===== src/rtl/branch_resolve_unit_pkg.sv =====
// Shared definitions for the branch resolve unit.
//   - default datapath width
//   - conditional-branch funct3 encodings
//   - resolve FSM state encoding
package branch_resolve_unit_pkg;

  localparam int DEF_DATA_BITS = 64;

  localparam logic [2:0] BR_BEQ  = 3'b000;
  localparam logic [2:0] BR_BNE  = 3'b001;
  localparam logic [2:0] BR_BLT  = 3'b100;
  localparam logic [2:0] BR_BGE  = 3'b101;
  localparam logic [2:0] BR_BLTU = 3'b110;
  localparam logic [2:0] BR_BGEU = 3'b111;

  typedef enum logic [1:0] {
    RSLV_IDLE     = 2'd0,
    RSLV_REDIRECT = 2'd1,
    RSLV_WAIT     = 2'd2
  } rslv_state_e;

endpackage


===== src/rtl/branch_resolve_unit_br_cond_decode.sv =====
// br_cond_decode: combinational branch-condition decode.
// Ports:
//   funct3  in   branch condition code
//   BrEq    in   comparator equal result
//   BrLT    in   comparator less-than result (signed/unsigned per BrUn)
//   BrUn    out  request unsigned compare (BLTU/BGEU)
//   taken   out  condition satisfied
//   illegal out  funct3 is not a defined branch condition (010/011)
module br_cond_decode (
  input  logic [2:0] funct3,
  input  logic       BrEq,
  input  logic       BrLT,
  output logic       BrUn,
  output logic       taken,
  output logic       illegal
);
  import branch_resolve_unit_pkg::*;

  assign BrUn = (funct3 == BR_BLTU) || (funct3 == BR_BGEU);

  always_comb begin
    taken   = 1'b0;
    illegal = 1'b0;
    case (funct3)
      BR_BEQ:           taken = BrEq;
      BR_BNE:           taken = !BrEq;
      BR_BLT, BR_BLTU:  taken = BrLT;
      BR_BGE, BR_BGEU:  taken = !BrLT;
      default:          illegal = 1'b1;
    endcase
  end

endmodule


===== src/rtl/branch_resolve_unit.sv =====
// branch_resolve_unit: resolves control transfers in EX, checks them against
// the fetch prediction, and issues a registered redirect/flush, predictor
// update and performance counts.
// Ports:
//   clk, rst                 clock, synchronous active-high reset
//   in_valid / in_ready      EX candidate handshake
//   is_branch/is_jal/is_jalr one-hot instruction class
//   funct3, pc, imm, rs1_val instruction fields/operands
//   BrUn / BrEq, BrLT        comparator control and results
//   pred_taken, pred_target  fetch-stage prediction
//   redirect_*               corrected-PC request to fetch (valid/ready)
//   flush                    one-cycle kill of IF/ID
//   upd_*                    predictor update pulse
//   misalign_exc, illegal_br one-cycle exception pulses
//   branch_cnt, mispred_cnt  saturating performance counters
//
// state    | meaning
// IDLE     | ready for a new control transfer
// REDIRECT | first redirect cycle (flush pulses here)
// WAIT     | redirect held until fetch accepts it
module branch_resolve_unit #(
  parameter int DATA_BITS = branch_resolve_unit_pkg::DEF_DATA_BITS,
  parameter int CNT_BITS  = 32
) (
  input  logic                 clk,
  input  logic                 rst,
  input  logic                 in_valid,
  output logic                 in_ready,
  input  logic                 is_branch,
  input  logic                 is_jal,
  input  logic                 is_jalr,
  input  logic [2:0]           funct3,
  input  logic [DATA_BITS-1:0] pc,
  input  logic [DATA_BITS-1:0] imm,
  input  logic [DATA_BITS-1:0] rs1_val,
  output logic                 BrUn,
  input  logic                 BrEq,
  input  logic                 BrLT,
  input  logic                 pred_taken,
  input  logic [DATA_BITS-1:0] pred_target,
  output logic                 redirect_valid,
  input  logic                 redirect_ready,
  output logic [DATA_BITS-1:0] redirect_pc,
  output logic                 flush,
  output logic                 upd_valid,
  output logic [DATA_BITS-1:0] upd_pc,
  output logic                 upd_taken,
  output logic [DATA_BITS-1:0] upd_target,
  output logic                 misalign_exc,
  output logic                 illegal_br,
  output logic [CNT_BITS-1:0]  branch_cnt,
  output logic [CNT_BITS-1:0]  mispred_cnt
);
  import branch_resolve_unit_pkg::*;

  rslv_state_e state_q, state_d;

  logic [DATA_BITS-1:0] redirect_pc_q, redirect_pc_d;
  logic [DATA_BITS-1:0] upd_pc_q, upd_pc_d;
  logic [DATA_BITS-1:0] upd_target_q, upd_target_d;
  logic                 upd_taken_q, upd_taken_d;
  logic                 upd_valid_q, upd_valid_d;
  logic                 flush_q, flush_d;
  logic                 misalign_q, misalign_d;
  logic                 illegal_q, illegal_d;
  logic [CNT_BITS-1:0]  branch_cnt_q, branch_cnt_d;
  logic [CNT_BITS-1:0]  mispred_cnt_q, mispred_cnt_d;

  logic                 cond_taken, cond_illegal;
  logic                 accept, taken, misaligned, mispredict, do_redirect;
  logic [DATA_BITS-1:0] jalr_sum, target, seq_pc, next_pc;

  br_cond_decode u_cond (
    .funct3  (funct3),
    .BrEq    (BrEq),
    .BrLT    (BrLT),
    .BrUn    (BrUn),
    .taken   (cond_taken),
    .illegal (cond_illegal)
  );

  assign in_ready = (state_q == RSLV_IDLE);
  assign accept   = in_valid && in_ready && (is_branch || is_jal || is_jalr);

  always_comb begin
    taken       = is_branch ? cond_taken : 1'b1;
    jalr_sum    = rs1_val + imm;
    // JALR clears bit 0 of the computed address
    target      = is_jalr ? (jalr_sum & {{(DATA_BITS-1){1'b1}}, 1'b0}) : (pc + imm);
    seq_pc      = pc + DATA_BITS'(4);
    next_pc     = taken ? target : seq_pc;
    misaligned  = taken && (target[1:0] != 2'b00);
    mispredict  = (taken != pred_taken) || (taken && (target != pred_target));
    // a misaligned taken target raises an exception instead of redirecting
    do_redirect = accept && mispredict && !misaligned;
  end

  always_comb begin
    state_d       = state_q;
    redirect_pc_d = redirect_pc_q;
    upd_pc_d      = upd_pc_q;
    upd_target_d  = upd_target_q;
    upd_taken_d   = upd_taken_q;
    upd_valid_d   = 1'b0;
    flush_d       = 1'b0;
    misalign_d    = 1'b0;
    illegal_d     = 1'b0;
    branch_cnt_d  = branch_cnt_q;
    mispred_cnt_d = mispred_cnt_q;

    case (state_q)
      RSLV_IDLE:     if (do_redirect) state_d = RSLV_REDIRECT;
      RSLV_REDIRECT: state_d = redirect_ready ? RSLV_IDLE : RSLV_WAIT;
      RSLV_WAIT:     if (redirect_ready) state_d = RSLV_IDLE;
      default:       state_d = RSLV_IDLE;
    endcase

    if (accept) begin
      upd_valid_d  = 1'b1;
      upd_pc_d     = pc;
      upd_taken_d  = taken;
      upd_target_d = target;
      misalign_d   = misaligned;
      illegal_d    = is_branch && cond_illegal;
      if (branch_cnt_q != {CNT_BITS{1'b1}}) branch_cnt_d = branch_cnt_q + CNT_BITS'(1);
      if (do_redirect) begin
        redirect_pc_d = next_pc;
        flush_d       = 1'b1;
        if (mispred_cnt_q != {CNT_BITS{1'b1}}) mispred_cnt_d = mispred_cnt_q + CNT_BITS'(1);
      end
    end
  end

  always_ff @(posedge clk) begin
    if (rst) begin
      state_q       <= RSLV_IDLE;
      redirect_pc_q <= '0;
      upd_pc_q      <= '0;
      upd_target_q  <= '0;
      upd_taken_q   <= 1'b0;
      upd_valid_q   <= 1'b0;
      flush_q       <= 1'b0;
      misalign_q    <= 1'b0;
      illegal_q     <= 1'b0;
      branch_cnt_q  <= '0;
      mispred_cnt_q <= '0;
    end else begin
      state_q       <= state_d;
      redirect_pc_q <= redirect_pc_d;
      upd_pc_q      <= upd_pc_d;
      upd_target_q  <= upd_target_d;
      upd_taken_q   <= upd_taken_d;
      upd_valid_q   <= upd_valid_d;
      flush_q       <= flush_d;
      misalign_q    <= misalign_d;
      illegal_q     <= illegal_d;
      branch_cnt_q  <= branch_cnt_d;
      mispred_cnt_q <= mispred_cnt_d;
    end
  end

  assign redirect_valid = (state_q != RSLV_IDLE);
  assign redirect_pc    = redirect_pc_q;
  assign flush          = flush_q;
  assign upd_valid      = upd_valid_q;
  assign upd_pc         = upd_pc_q;
  assign upd_taken      = upd_taken_q;
  assign upd_target     = upd_target_q;
  assign misalign_exc   = misalign_q;
  assign illegal_br     = illegal_q;
  assign branch_cnt     = branch_cnt_q;
  assign mispred_cnt    = mispred_cnt_q;

endmodule


===== config.mk =====
export PLATFORM = sky130hd
export DESIGN_NAME = branch_resolve_unit
export DESIGN_NICKNAME = d
export VERILOG_FILES = /design/src/rtl/branch_resolve_unit_pkg.sv /design/src/rtl/branch_resolve_unit_br_cond_decode.sv /design/src/rtl/branch_resolve_unit.sv
export SDC_FILE = /design/constraint.sdc
export NUM_CORES = 1
export LEC_CHECK = 0
export ABC_AREA = 1
export CAP_MARGIN = 5
export CORE_MARGIN = 4
export CORE_UTILIZATION = 36
export CTS_CLUSTER_SIZE = 12
export DETAILED_ROUTE_END_ITERATION = 10
export GPL_ROUTABILITY_DRIVEN = 1
export PLACE_DENSITY = 0.64
export SLEW_MARGIN = 25
export SYNTH_ARGS = -nofsm -noshare
export SYNTH_HDL_FRONTEND = slang
export SYNTH_SLANG_ARGS = --single-unit

===== constraint.sdc =====
create_clock -name clk -period 3.92 [get_ports clk]
set_input_delay 0.392 -clock clk [delete_from_list [all_inputs] [get_ports clk]]
set_output_delay 0.392 -clock clk [all_outputs]
set_load 0.03 [all_outputs]

# After elaboration in Yosys (flattened, before gate mapping)
# Index checks and enable logic that the tools add are counted.
# op_classes
add_sub_neg	5
eq_ne	13
mux	11
bitwise_logic	1
n_reduce_logical	26
# ops
cell	count
adder 64 bit	2
two-way mux 64 bit	2
adder 32 x 1 -> 32 bit (second input constant)	2
adder 64 x 3 -> 64 bit (second input constant)	1
!= test 32 bit (second input constant)	2
!= test 64 bit	1
equality test 3 bit (second input constant)	4
logical AND 1 bit	7
two-way mux 2 bit	3
case mux 2 bit (3 select lines)	1
AND reduction 2 bit	3
OR reduction 2 bit	3
OR reduction 6 bit	1
logical OR 1 bit	4
two-way mux 1 bit	4
case mux 1 bit (4 select lines)	1
nonzero test 2 bit	2
equality test 3 x 1 -> 1 bit (second input constant)	1
zero test 1 bit	3
zero test 3 bit	1
AND reduction 3 bit	1
equality test 2 x 1 -> 1 bit (second input constant)	1
equality test 2 bit (second input constant)	1
zero test 2 bit	1
other kinds (4)	4
# word_totals
register_bits	263
inputBits	269
word_cells	67

# Longest topological paths before layout
# logic_depth
ltp_word	10
ltp_mapped	30
ltp_nobuf	29

# By module
# From an unflattened synthesis, not the netlist that was laid out.
# unflattened
hier_cells	4789
hier_area_um2	26213.9
# by_module_without_submodules
module	instances	cells_each	area_each_um2
branch_resolve_unit	1	4774	26148.8
br_cond_decode	1	15	65.1

# Worst setup path before layout
# No wires, ideal clock.
# synth_timing
path_type	input-to-reg
startpoint	in pc[0]
endpoint	reg redirect_pc_q[55] (netlist: redirect_pc[55])
setup_time_ns	0.070
t_arrival_ns	2.994
t_required_ns	3.850
setup_slack_ns	0.855
path_stages	21
cell_sequence	ha_1 inv_1 fa_1 or2_2 o21ai_0 xor2_1 a211oi_1 nand3b_1 nor3_1 nand2_1 nor2_1 nand3_1 nor2_1 nand2_1 nor2_2 nand2_2 nand2_4 buf_6 buf_6 nand2_1 a21oi_1
# synth_via
elab_chain_cells	8
elab_cells_between_ends	13
cone_classes	add/sub (2); eq/ne (1); mux (2); reduce/logical (8)
# synth_rtl
element	line_no	source
start: declaration	branch_resolve_unit.sv:33	input logic [DATA_BITS-1:0] pc,
adder 64 bit	branch_resolve_unit.sv:89	target = is_jalr ? (jalr_sum & {{(DATA_BITS-1){1'b1}}, 1'b0}) : (pc + imm);
two-way mux 64 bit	branch_resolve_unit.sv:89	
!= test 64 bit	branch_resolve_unit.sv:93	mispredict = (taken != pred_taken) || (taken && (target != pred_target));
logical AND 1 bit	branch_resolve_unit.sv:93	
logical OR 1 bit	branch_resolve_unit.sv:93	
logical AND 1 bit (2 in a row)	branch_resolve_unit.sv:95	do_redirect = accept && mispredict && !misaligned;
AND reduction 2 bit (no source line)	n/a	
end signal: assignment	branch_resolve_unit.sv:149	redirect_pc_q <= redirect_pc_d;
end: declaration	branch_resolve_unit.sv:58	logic [DATA_BITS-1:0] redirect_pc_q, redirect_pc_d;
# Several ways; a longest one is shown, not always the timed one.
# A chain may end at the register's enable or synchronous reset.

# Final worst setup path
# layout_timing
startpoint	in imm[3]
endpoint	reg redirect_pc_q[34] (netlist: redirect_pc[34])
# layout_via
elab_chain_cells	8
elab_cells_between_ends	10
cone_classes	add/sub (2); eq/ne (1); mux (2); reduce/logical (5)
# layout_rtl
element	line_no	source
start: declaration	branch_resolve_unit.sv:34	input logic [DATA_BITS-1:0] imm,
adder 64 bit (on tied branches)	branch_resolve_unit.sv:89, branch_resolve_unit.sv:87	
two-way mux 64 bit (*)	branch_resolve_unit.sv:89	
!= test 64 bit	branch_resolve_unit.sv:93	
logical AND 1 bit	branch_resolve_unit.sv:93	
logical OR 1 bit	branch_resolve_unit.sv:93	
logical AND 1 bit (2 in a row)	branch_resolve_unit.sv:95	
AND reduction 2 bit (no source line)	n/a	
# Every way passes the cells marked *; elsewhere a longest branch is shown, timed or not.

==> impl_results.md <==
- Status: finished, final reports clean
- Routed wire length: 136 mm
- Leak: 19.9 nW
- First-pass GRT wire length: 197 mm
- Vias post-DR: 34,600
- Switch Pwr: 4.47 mW
- Fin Hold WS: 0.394 ns
- Most frequent cells in the layout: 1,541 x nand2_1, 765 x inv_1, 711 x buf_4
- Drt drc: 0
- Setup Crit Path Kind: input pin to register
- Clk_lat worst skew: 0.56 ns
- Setup crit start kind: input pin
- Die X: 276 µm
- Internal: 6.61 mW
- Crit share post-route: 96.1%
- Logic gate share of total power: 49.3%
- Most common cell after layout, fill and taps aside: nand2_1
- Setup Skew: 0.0145 ns
- Fmax: 266 MHz
- Net Count, Synth: 5,138
- Max-cap viol count: 0
- Hold-fix buffers, CTS: 0
- Synth top area share: 22.8%
- Initial Utilization: 36.3%
- Core ar.: 71,400 µm²
- Post-route setup slack: 0.155 ns
- Power Density: 283 nW/µm²
- Required @ worst endpoint: 4.35 ns
- Setup violations, final: 0
- Final min period: 3.77 ns
- Cell taking the most area after synthesis: nand2_1
- Sequential element share of the synthesized area: 20.3%
- CTS tree: done
- Port Buffer Count: 532
- Least-Margin Pin Slew: 0.911 ns
- Worst hold path class: input pin to register
- Ys Warns: 0
- Total grt overflow: 0
- Row count: 98
- R2R depth: 15
- Critical Path Sink Type: register
- Number of global-route vias before repair: 32,400
- Vias/cell: 5.04
- HPWL Detailed: 118 mm
- Post-synth top flop: dfxtp_1
- Max_slew headroom: 39.3%
- Routed Antenna Nets: 0
- Peak VDD IR: 0.371 mV
- H-tree depth: 1
- Launch point of the worst reg-to-reg path: state_q[0]
- Max Transition Viols Final: 0
- Worst reg-to-reg setup slack: 0.90 ns
- Die height: 276 µm
- Reg clk slew, reported paths: 0.06 ns
- Post-synth ARST share: 0%
- #FFs+latches synth: 263
- Number of synthesized flops with an enable pin: 0
- Synth area leaders: nand2_1 23%, dfxtp_1 20%, inv_1 11%
- Sw Share: 40.3%
- Synth unique cells: 45
- CP arrival: 4.20 ns
- Layout net count: 6,310
- GP Congestion: 1.01
- Syn avg cell area: 5.46 µm²
- Worst Hold End: branch_cnt[28]
- Die Area: 76,200 µm²
- First DRT Iteration DRCs: 2,775
- Top-Level Pins: 533
- Largest net degree at the start of global routing: 210
- Gr usage total: 33.5%
- Final Hold Fails: 0
- Total placed cells including tap cells: 6,827
- Sink Count: 263
- Clock Tree Buf Depth: 3
- Hold Path Cell Cnt: 2
- CTS Root Cell: clkbuf_16
- Sequential share of power: 27.4%
- Layout cell share with drive strength beyond 1: 16.7%
- Cts bufs inserted: 28
- Drt first pass iters: 6
- Accumulated negative setup slack: 0 ns
- Pre-CTS setup slack: -0.701 ns
- Worst r2r dst: branch_cnt[31]
- Mapped Cells: 4,739
- Finished Layout Cells: 6,877
- Max FO, Critical Path: 24
- Area grow syn2layout: 51.4%
- Syn Std Cell Area: 25,900 µm²
- Initial antenna violation count: 6
- Avg WL per Cell: 19.8 µm
- Min-delay src: rst
- Clock network power share: 23.3%
-- cell usage after synthesis, types with 31 or more instances --
library cell  number
nand2_1         1569
inv_1            768
nor2_1           523
nand3_1          317
a21oi_1          280
o21ai_0          274
dfxtp_1          263
ha_1             128
nor3_1            90
nand4_1           88
xor2_1            79
clkbuf_1          78
nand3b_1          62
nor4_1            31
-- power groups by stage --
stage	sequential, mW	clock, mW	combinational (mW)
after floorplan	3.46	0	2.10
after global placement	3.09	0	5.21
after detailed placement	3.09	0	5.23
after CTS	3.04	2.61	5.25
after global routing	3.05	2.71	5.88
final	3.04	2.58	5.46
-- what timing repair did --
action / CTS / global route
buffers inserted: 0 / 3
setup endpoints to repair: 91 / 98
resized for setup: 4 / 197
pin swaps: 0 / 17
gates cloned: 0 / 1
-- registers in the layout, summed over array words and instances (netlist names) --
signal	cells
upd_valid	1
upd_taken	1
mispred_cnt	32
illegal_br	1
flush	1
state_q	2
upd_target	64
upd_pc	64
misalign_exc	1
branch_cnt	32
redirect_pc	64
-- critical path, stage by stage --
cell	delay, ns
clkdlybuf4s50_1	0.47
ha_1	0.38
nand2_1	0.13
nor2_1	0.18
nand2_1	0.09
nand2_1	0.15
nand2_1	0.10
nand2_1	0.19
nand2_1	0.10
nand2_1	0.09
buf_4	0.13
nand3_1	0.12
nand3_1	0.12
nand3_1	0.18
nand2_1	0.17
nor2_2	0.08
nor2_1	0.13
nand3_2	0.14
nor2_2	0.15
nand2_4	0.11
nand2_4	0.12
inv_4	0.09
clkbuf_16	0.20
nor2_1	0.11
nor2_1	0.05
-- worst max-delay path by stage --
stage                  from               to  slack (ns)
detailed placement   imm[1]   redirect_pc[5]       -0.70
global placement     imm[0]  redirect_pc[27]       -0.72
global route         imm[7]   redirect_pc[6]       -0.02
CTS                 imm[14]  redirect_pc[14]      0.0008
floorplan             pc[0]  redirect_pc[55]        0.86
finish               imm[3]  redirect_pc[34]        0.15
-- per-layer routing --
layer	track usage, %	wire [µm]	part of all wire, %	vias up
li1	-	-	-	17300
met1	44.9	59200	43	15900
met2	57.0	63000	46	1220
met3	2.97	8730	6.4	201
met4	11.0	5320	3.9	6
met5	0	44	0.032	-
-- kinds of logic (layout without fill, tap and decap cells) --
| group | count (synthesis) | after routing | share of synthesized area (%) |
|---|---|---|---|
| AND/OR/NAND/NOR | 2746 | 2746 | 44.8 |
| buffers and inverters | 902 | 2087 | 13.3 |
| AO/OA/AOI/OAI | 609 | 609 | 12.2 |
| flip-flops | 263 | 263 | 20.3 |
| adder cells (fa/ha/maj) | 130 | 130 | 6.34 |
| XOR/XNOR | 89 | 89 | 3.01 |
| other | 0 | 3 | 0 |
-- metrics by stage --
step / power (mW) / utilization [%] / cell area [µm²]
2_1_floorplan: 5.56 / - / 25900
4_1_cts: 10.9 / 53.7 / 38300
3_3_place_gp: 8.30 / 52.5 / 37400
3_5_place_dp: 8.32 / 52.5 / 37400
5_1_grt: 11.6 / 54.9 / 39200
6_report: 11.1 / 54.9 / 39200
-- layout make-up --
| class | instances | area (µm²) |
|---|---|---|
| tap | 950 | 1190 |
| clock inverter | 5 | 57.6 |
| antenna | 3 | 7.51 |
| sequential | 263 | 5270 |
| inverter | 790 | 2980 |
| clock buffer | 38 | 790 |
| multi-input combinational | 3574 | 18000 |
| fill | 7534 | 32200 |
| timing repair buffer | 1254 | 10900 |
Note: power is estimated with default switching activity, not from simulation.
